### config.mk
export PLATFORM = sky130hd
export DESIGN_NAME = rgb2luma_stage
export DESIGN_NICKNAME = d
export VERILOG_FILES = /design/src/rtl/rgb2luma_stage.sv
export SDC_FILE = /design/constraint.sdc
export NUM_CORES = 1
export LEC_CHECK = 0
export CAP_MARGIN = 25
export CORE_ASPECT_RATIO = 0.8
export CORE_MARGIN = 2
export CORE_UTILIZATION = 35
export DETAILED_ROUTE_END_ITERATION = 10
export SYNTH_ARGS = -nofsm -noshare
export SYNTH_HDL_FRONTEND = slang
export SYNTH_SLANG_ARGS = --single-unit
### constraint.sdc
create_clock -name clk -period 2.7 [get_ports clk]
set_input_delay 0.405 -clock clk [delete_from_list [all_inputs] [get_ports clk]]
set_output_delay 0.405 -clock clk [all_outputs]
set_load 0.05 [all_outputs]
### src/rtl/rgb2luma_stage.sv
// BT.601 RGB-to-luma conversion stage with delay-matched sync/valid,
// active-pixel position tracking and line/frame geometry checking.
module rgb2luma_stage #(
    parameter int H_ACTIVE = 1280,
    parameter int V_ACTIVE = 720,
    parameter int KR       = 77,
    parameter int KG       = 150,
    parameter int KB       = 29
) (
    input  logic        clk,
    input  logic        rst,
    input  logic [7:0]  r_i,
    input  logic [7:0]  g_i,
    input  logic [7:0]  b_i,
    input  logic        dv_i,
    input  logic        hs_i,
    input  logic        vs_i,
    output logic [7:0]  y_o,
    output logic        dv_o,
    output logic        hs_o,
    output logic        vs_o,
    output logic [10:0] x_index,
    output logic [9:0]  y_index,
    output logic        line_err,
    output logic        frame_err
);

    localparam logic [7:0]  KR_W    = KR[7:0];
    localparam logic [7:0]  KG_W    = KG[7:0];
    localparam logic [7:0]  KB_W    = KB[7:0];
    localparam logic [10:0] H_ACT   = 11'(H_ACTIVE);
    localparam logic [9:0]  V_ACT   = 10'(V_ACTIVE);
    localparam logic [10:0] PCNT_MAX = 11'd2047;
    localparam logic [9:0]  LCNT_MAX = 10'd1023;

    // Round-to-nearest result is sum[15:8]; any carry into bit 16 clamps to white.
    function automatic logic [7:0] sat_luma(input logic [17:0] sum);
        if (sum[17:16] != 2'b00) begin
            sat_luma = 8'hFF;
        end else begin
            sat_luma = sum[15:8];
        end
    endfunction

    logic [15:0] r_pr;
    logic [15:0] r_pg;
    logic [15:0] r_pb;
    logic [17:0] r_sum;
    logic [7:0]  r_y;
    logic [2:0]  r_dv_sr;
    logic [2:0]  r_hs_sr;
    logic [2:0]  r_vs_sr;

    logic        r_dv_d;
    logic        r_hs_d;
    logic        r_vs_d;
    logic [10:0] r_pcnt;
    logic [9:0]  r_lcnt;
    logic        r_frame_seen;
    logic        r_line_err;
    logic        r_frame_err;

    logic        w_hs_rise;
    logic        w_dv_fall;
    logic        w_vs_rise;
    logic [10:0] w_pcnt_next;
    logic [9:0]  w_lcnt_inc;

    // Three-stage multiply / accumulate / saturate pipeline with matched control delay.
    always_ff @(posedge clk or negedge rst) begin
        if (!rst) begin
            r_pr    <= 16'd0;
            r_pg    <= 16'd0;
            r_pb    <= 16'd0;
            r_sum   <= 18'd0;
            r_y     <= 8'd0;
            r_dv_sr <= 3'd0;
            r_hs_sr <= 3'd0;
            r_vs_sr <= 3'd0;
        end else begin
            r_pr    <= {8'd0, KR_W} * {8'd0, r_i};
            r_pg    <= {8'd0, KG_W} * {8'd0, g_i};
            r_pb    <= {8'd0, KB_W} * {8'd0, b_i};
            r_sum   <= {2'b00, r_pr} + {2'b00, r_pg} + {2'b00, r_pb} + 18'd128;
            r_y     <= sat_luma(r_sum);
            r_dv_sr <= {r_dv_sr[1:0], dv_i};
            r_hs_sr <= {r_hs_sr[1:0], hs_i};
            r_vs_sr <= {r_vs_sr[1:0], vs_i};
        end
    end

    // Edge detection on the output-side controls and next-count selection.
    always_comb begin
        w_hs_rise   = r_hs_sr[2] & ~r_hs_d;
        w_dv_fall   = ~r_dv_sr[2] & r_dv_d;
        w_vs_rise   = r_vs_sr[2] & ~r_vs_d;
        w_pcnt_next = r_pcnt;
        w_lcnt_inc  = r_lcnt;
        if (w_hs_rise) begin
            // A pixel coinciding with the line start is the first pixel of the line.
            w_pcnt_next = r_dv_sr[2] ? 11'd1 : 11'd0;
        end else if (r_dv_sr[2] && (r_pcnt != PCNT_MAX)) begin
            w_pcnt_next = r_pcnt + 11'd1;
        end else begin
            w_pcnt_next = r_pcnt;
        end
        if (w_dv_fall && (r_lcnt != LCNT_MAX)) begin
            w_lcnt_inc = r_lcnt + 10'd1;
        end else begin
            w_lcnt_inc = r_lcnt;
        end
    end

    // Position counters and geometry error pulses.
    always_ff @(posedge clk or negedge rst) begin
        if (!rst) begin
            r_dv_d       <= 1'b0;
            r_hs_d       <= 1'b0;
            r_vs_d       <= 1'b0;
            r_pcnt       <= 11'd0;
            r_lcnt       <= 10'd0;
            r_frame_seen <= 1'b0;
            r_line_err   <= 1'b0;
            r_frame_err  <= 1'b0;
        end else begin
            r_dv_d     <= r_dv_sr[2];
            r_hs_d     <= r_hs_sr[2];
            r_vs_d     <= r_vs_sr[2];
            r_pcnt     <= w_pcnt_next;
            r_line_err <= w_dv_fall && (r_pcnt != H_ACT);
            if (w_vs_rise) begin
                // The line closing on this same cycle is included in the check.
                r_lcnt       <= 10'd0;
                r_frame_err  <= r_frame_seen && (w_lcnt_inc != V_ACT);
                r_frame_seen <= 1'b1;
            end else begin
                r_lcnt       <= w_lcnt_inc;
                r_frame_err  <= 1'b0;
                r_frame_seen <= r_frame_seen;
            end
        end
    end

    assign y_o       = r_y;
    assign dv_o      = r_dv_sr[2];
    assign hs_o      = r_hs_sr[2];
    assign vs_o      = r_vs_sr[2];
    assign x_index   = r_pcnt;
    assign y_index   = r_lcnt;
    assign line_err  = r_line_err;
    assign frame_err = r_frame_err;

endmodule

==> results.md, run 1 <==
* I/O Buffers at 62
* Most numerous cell in the Yosys netlist: inv_1
* CTS buffer count at 9
* Wire per inst at 11.8 µm
* Final period utilization at 1.09
* H-tree levels at 3
* Max-slew violations at 0
* Iter 0 DRT Violations at 196
* Register area share after synthesis at 0.339
* Fmax at 339 MHz
* Design area at 10000 µm²
* Largest cells by area after synthesis: dfrtp_1, ha_1, fa_1, inv_1, xnor2_1
* ANT nets after route at 0
* Synth Area in Compound Gates at 0.0901
* Die area at 21600 µm²
* Post-synth EDFFs at 0
* Clock-pin slew on the worst setup and hold paths at 0.07 ns
* Simple-Gate Fraction of Synth Area at 0.107
* Startpoint types: input pin
* Endpoints failing hold at 0
* Adder-Cell Fraction of Synth Area at 0.333
* Most used DFF post-synth: dfrtp_1
* Worst Hold Class: in2async
* Mean area per synthesized cell at 10.4 µm²
* DP HPWL at 10.7 mm
* Drt via density at 4.49
* CORE AREA at 20000 µm²
* Total negative slack at -2.22 ns
* Post-Syn Area at 7160 µm²
* Setup violations, final at 17
* Cell internal pwr at 6.48 mW
* Required @ worst endpoint at 2.95 ns
* Drt total wl at 13.4 mm
* Clock Latency Late Sink at 0.34 ns
* Sequential group share of total power at 0.191
* Hold_buf cts at 0
* Power Total at 10.9 mW
* FFs w/ async S/R, synth at 1.00
* CP Class: in2reg
* Failing checks: setup timing
* Multi-input gate area at 4930 µm²
* Min cycle time layout at 2.95 ns
* Multiplexer share of the synthesized area at 0.00419
* Post-Syn Instances at 688
* Layout cells sized above 1 at 0.307
* First-pass GRT wire length at 23.4 mm
* Die X at 164 µm
* Max-Cap Viols at 0
* Slew @ Worst Pin at 0.652 ns
* TritonCTS clock tree: built
* Final estimated routing congestion in global placement at 0.782
* Hold slack at 0.0947 ns
* Grt ovf at 0
* Sink Count at 97
* Clock power frac at 0.122
* GRT Overall Usage at 0.132
* Post-Synth XOR/XNOR Area at 0.0526
* Register area at 2430 µm²
* Switch share at 0.404
* Comb pwr share at 0.688
* Die height at 132 µm
* Top Ports at 63
* Clk buf depth at 2
* Rows at 46
* Post-Place Cell Area at 9110 µm²
* CP endpoint kind: flop
* Vias in the first global route at 5079
* Synth Register Bits at 97
* Leading area contributor after synthesis: dfrtp_1
* Initial antenna violation count at 0
* Worst EP arrival at 3.20 ns
* Clock root buffer master: clkbuf_16
* Area Growth Syn to Fin at 39.5%
* Initial core utilization at 0.359
* Largest family of logic cells by synthesized area: adder cells
* Relative slew slack at 0.565
* Fin util at 0.501
* 1st-pass router iterations at 4
* Fillers at 1780
* RSZ-0062 raised after global routing: true
* Layout net count at 1062
* Worst reg-to-reg setup slack at -0.05 ns
* Cell variety after synth at 60
* Outcome: finished with violations
* Ant diodes at 0
* Vias at 5094
* Max Clock Skew at 0.00444 ns
* Syn nets at 885
* Most common library cells after synthesis: inv_1, ha_1, dfrtp_1
* Pwr per Cell Area at 1090 nW/µm²
* Post-route DRC at 0
* Ys Warns at 0
* Net Switching at 4.40 mW
* Leak at 4.92 nW
* Largest net degree at the start of global routing at 52
* Synth top area share at 0.339
* Max FO, Critical Path at 3
* Maximum VDD drop at 1.00 mV
* Final setup margin at -0.250 ns
[state kept, by name, summed over array words and instances (netlist names), 3 cells and up]
name     count
r_sum       10
x_index     11
y_o          8
r_hs_sr      3
r_pg        15
r_pb        13
y_index     10
r_vs_sr      3
r_pr        15
r_dv_sr      3
[through the flow]
| step | instances | setup WS [ns] |
|---|---|---|
| after floorplan | 688 | -0.387 |
| after global routing | 1134 | -0.331 |
| after detailed placement | 1105 | -1.12 |
| after global placement | 1105 | -1.09 |
| after CTS | 1130 | -0.360 |
| final | 1134 | -0.250 |
[cell usage in the layout, fill, tap and decap left out, types with 11 or more instances in the layout]
master,synthesis,final
a21o_1,11,11
buf_4,0,96
buf_6,0,18
clkdlybuf4s50_1,0,38
dfrtp_1,97,97
fa_1,38,36
ha_1,130,87
ha_4,0,36
inv_1,135,112
inv_2,0,22
nand2_1,24,17
nand3_1,16,15
nor2_1,41,36
nor3_1,12,11
or3_1,13,13
xnor2_1,23,19
xor2_1,20,20
[power groups by stage]
stage          Combinational, mW  Clock (mW)  Sequential [mW]
6_report                    7.48        1.32             2.08
5_1_grt                     8.37        1.42             2.12
4_1_cts                     6.56        1.36             2.08
3_5_place_dp                5.94           0             2.11
3_3_place_gp                5.86           0             2.10
2_1_floorplan               3.92           0             2.37
[kinds of logic after synthesis]
kind of cell / count (synthesis)
AOI/OAI and AO/OA: 88
xor gates and xnor gates: 43
adders and majority gates: 168
buffers and inverters: 140
DFF: 97
muxes: 3
and+or+nand+nor: 149
[critical path: stages]
cell,delay [ns]
buf_8,0.08
clkinvlp_4,0.10
buf_6,0.13
fa_1,0.47
inv_1,0.04
ha_1,0.29
inv_2,0.04
fa_1,0.51
inv_2,0.05
ha_4,0.22
nand2_2,0.06
o21ai_2,0.06
or4_4,0.43
and3_4,0.19
a211oi_2,0.14
[timing repair]
| action | CTS | global route |
|---|---|---|
| endpoints found under the setup margin | 31 | 27 |
| resized for setup | 117 | 69 |
| pin swaps | 59 | 61 |
| buffers inserted | 9 | 10 |
[area by class of cell]
cell class	count	share of cell area
multi-input combinational	451	0.493
clock inverter	6	0.00738
sequential	97	0.243
tap	264	0.0330
inverter	135	0.0511
timing repair buffer	171	0.149
clock buffer	10	0.0239
[worst paths after layout]
path	from	end	cells after the start
max	b_i[3]	r_pb[12]	15
min	rst	x_index[7]	1
max reg2reg	r_pb[5]	r_sum[15]	10
min reg2reg	r_dv_sr[1]	r_dv_sr[2]	0
max in group asynchronous	rst	r_pg[4]	2
min in group clk	b_i[1]	r_pb[1]	2
[metal layers]
layer  share of wire  wire length, µm  GRT usage  vias to the layer above
li1                -                -          -                     2638
met1            0.50             6730      0.190                     2383
met2            0.46             6180      0.206                       63
met3           0.027              358     0.0223                       10
met4           0.010              135     0.0307                        0
met5               0                0          0                        -
No activity file was read; power rests on OpenSTA's default activity.
==> inputs of run 2 (changes only) <==
ABC_AREA = 0   (was default)
RECOVER_POWER = 100   (was default)
==> results.md, run 2 (same netlist as run 1, synthesis figures left out) <==
* Outcome: finished with violations
* Failing checks: setup timing
* Setup violations, final at 19 (+2)
* GRT Overall Usage at 0.132 (unchanged)
* Post-Place Cell Area at 9110 µm² (unchanged)
* RSZ-0062 raised after global routing: true
* I/O Buffers at 62 (unchanged)
* ANT nets after route at 0 (unchanged)
* Fin util at 0.495 (-0.00601)
* Clock root buffer master: clkbuf_16
* Clk buf depth at 2 (unchanged)
* Vias at 5110 (+0.31%)
* R2R Path Start: r_pb[5]
* Worst reg-to-reg setup slack at -0.04 ns (about the same)
* Relative slew slack at 0.164 (-0.401)
* Max Clock Skew at 0.00466 ns (+0.000214 ns)
* Grt ovf at 0 (unchanged)
* Max-Cap Viols at 0 (unchanged)
* Required @ worst endpoint at 2.95 ns (about the same)
* Slew @ Worst Pin at 1.25 ns (+0.602 ns)
* Final setup margin at -0.259 ns (-0.00846 ns)
* CORE AREA at 20000 µm² (unchanged)
* Area Growth Syn to Fin at 37.9%
* Leak at 4.91 nW (-0.12%)
* Die area at 21600 µm² (unchanged)
* CP Class: in2reg
* Worst Hold Class: in2async
* H-tree levels at 3 (unchanged)
* Sink Count at 97 (unchanged)
* Critical-path top delay cell: fa_1
* Startpoint types: input pin
* Crit path to: r_pb[12]
* Vias in the first global route at 5079 (unchanged)
* Post-route DRC at 0 (unchanged)
* Slowest cell delay on critical path at 0.59 ns (+0.08 ns)
* Largest net degree at the start of global routing at 52 (unchanged)
* Max-slew violations at 0 (unchanged)
* Maximum VDD drop at 0.962 mV (-4.1%)
* Drt total wl at 13.4 mm (about the same)
* Commonest cells after routing, fill and taps aside: inv_1, dfrtp_1, ha_1
* Max FO, Critical Path at 2 (-1)
* Final period utilization at 1.10 (+0.00313)
* CTS buffer count at 9 (unchanged)
* 1st-pass router iterations at 4 (unchanged)
* Ant diodes at 0 (unchanged)
* Design area at 9880 µm² (-1.2%)
* Worst Setup SP: b_i[0]
* Die X at 164 µm (unchanged)
* DP HPWL at 10.7 mm (unchanged)
* Initial antenna violation count at 0 (unchanged)
* Clock Latency Late Sink at 0.34 ns (about the same)
* Final estimated routing congestion in global placement at 0.782 (unchanged)
* Pwr per Cell Area at 1080 nW/µm² (-0.35%)
* Top Registers: r_pg x15, r_pr x15, r_pb x13
* Critical-path cell list: clkdlybuf4s25_1, fa_1, ha_4, fa_1, ha_4, a21oi_4, o21ai_2, or4_4, and3_4, a211oi_2
* Endpoints failing hold at 0 (unchanged)
* Rows at 46 (unchanged)
* Clock-pin slew on the worst setup and hold paths at 0.07 ns (about the same)
* Wire per inst at 11.8 µm (about the same)
* First-pass GRT wire length at 23.4 mm (unchanged)
* Min cycle time layout at 2.96 ns (+0.00846 ns)
* Layout net count at 1062 (unchanged)
* Iter 0 DRT Violations at 210 (+7.1%)
* Die height at 132 µm (unchanged)
* Worst R2R Path Depth at 11 (+1)
* TritonCTS clock tree: built
* Critical R2R Capture: r_sum[16]
* Layout cells sized above 1 at 0.289 (-0.0184)
* Worst EP arrival at 3.21 ns (about the same)
* Top Ports at 63 (unchanged)
* Fmax at 338 MHz (-0.29%)
* Initial core utilization at 0.359 (unchanged)
* CP endpoint kind: flop
* Drt via density at 4.51 (+0.31%)
* Commonest non-fill, non-tap cell in the layout: inv_1
## run 2: changes by cell type in the layout (fill, tap and decap cells not counted), moves of 4 or more
cell	delta
dlygate4sd3_1	+37
clkbuf_1	+9
clkdlybuf4s50_1	-37
clkbuf_4	+4
buf_4	-12
## run 2: critical path: cells and delay by family
kind / cells / cell delay, ns
buffers and inverters: 1 / 0.27
AO/OA/AOI/OAI: 3 / 0.37
AND/OR/NAND/NOR: 2 / 0.62
adder cells (fa/ha/maj): 4 / 1.56
## run 2: how the worst min path moves through the flow
| stage | startpoint | end | slack (ns) | cells past startpoint |
|---|---|---|---|---|
| 2_1_floorplan | rst | frame_err | 0.11 | 0 |
| 3_3_place_gp | r_hs_sr[1] | r_hs_sr[2] | 0.33 | 0 |
| 3_5_place_dp | r_dv_sr[1] | r_dv_sr[2] | 0.34 | 0 |
| 4_1_cts | rst | x_index[7] | 0.10 | 1 |
| 5_1_grt | r_dv_sr[1] | r_dv_sr[2] | 0.35 | 0 |
| 6_report | rst | x_index[7] | 0.32 | 1 |
## run 2: layer usage
metal  routed length (µm)  track usage  part of all wire  up-vias
met2                 6170        0.206              0.46       76
met3                  409       0.0223             0.031       10
li1                     -            -                 -     2637
met1                 6680        0.190              0.50     2387
met5                    0            0                 0        -
met4                  135       0.0307             0.010        0
## run 2: layout make-up
class,instances,area [µm²]
timing repair buffer,171,1430
clock inverter,6,73.8
tap,264,330
clock buffer,10,239
sequential,97,2430
multi-input combinational,451,4870
inverter,135,510
fill,1807,10100
## run 2: timing repair
action	CTS	global route
gates resized for setup	117	69
setup buffers	9	10
pin swaps	59	61
endpoints found under the setup margin	31	27
hold buffers	0	0
## run 2: per-stage QoR
stage | std cells | TNS (ns) | hold WS (ns) | total power, mW | setup WS [ns]
finish | 1134 | -2.43 | 0.323 | 10.7 | -0.259
global route | 1134 | -4.73 | 0.352 | 11.8 | -0.331
CTS | 1130 | -3.40 | 0.102 | 10.0 | -0.360
detailed placement | 1105 | -22.31 | 0.336 | 8.05 | -1.12
global placement | 1105 | -21.67 | 0.331 | 7.96 | -1.09
floorplan | 688 | -3.56 | 0.109 | 6.29 | -0.387
## run 2: power by group
part           internal [mW]  leakage (nW)  switching, mW
logic                   3.70          3.58           3.63
clock network          0.758         0.153          0.562
registers               1.91          1.18          0.158
total                   6.37          4.91           4.35
==> inputs of run 3 (changes only) <==
CTS_CLUSTER_DIAMETER = 200   (was default)
==> results of run 3 <==
Final layout, timing and power as in run 2 (identical DEF).
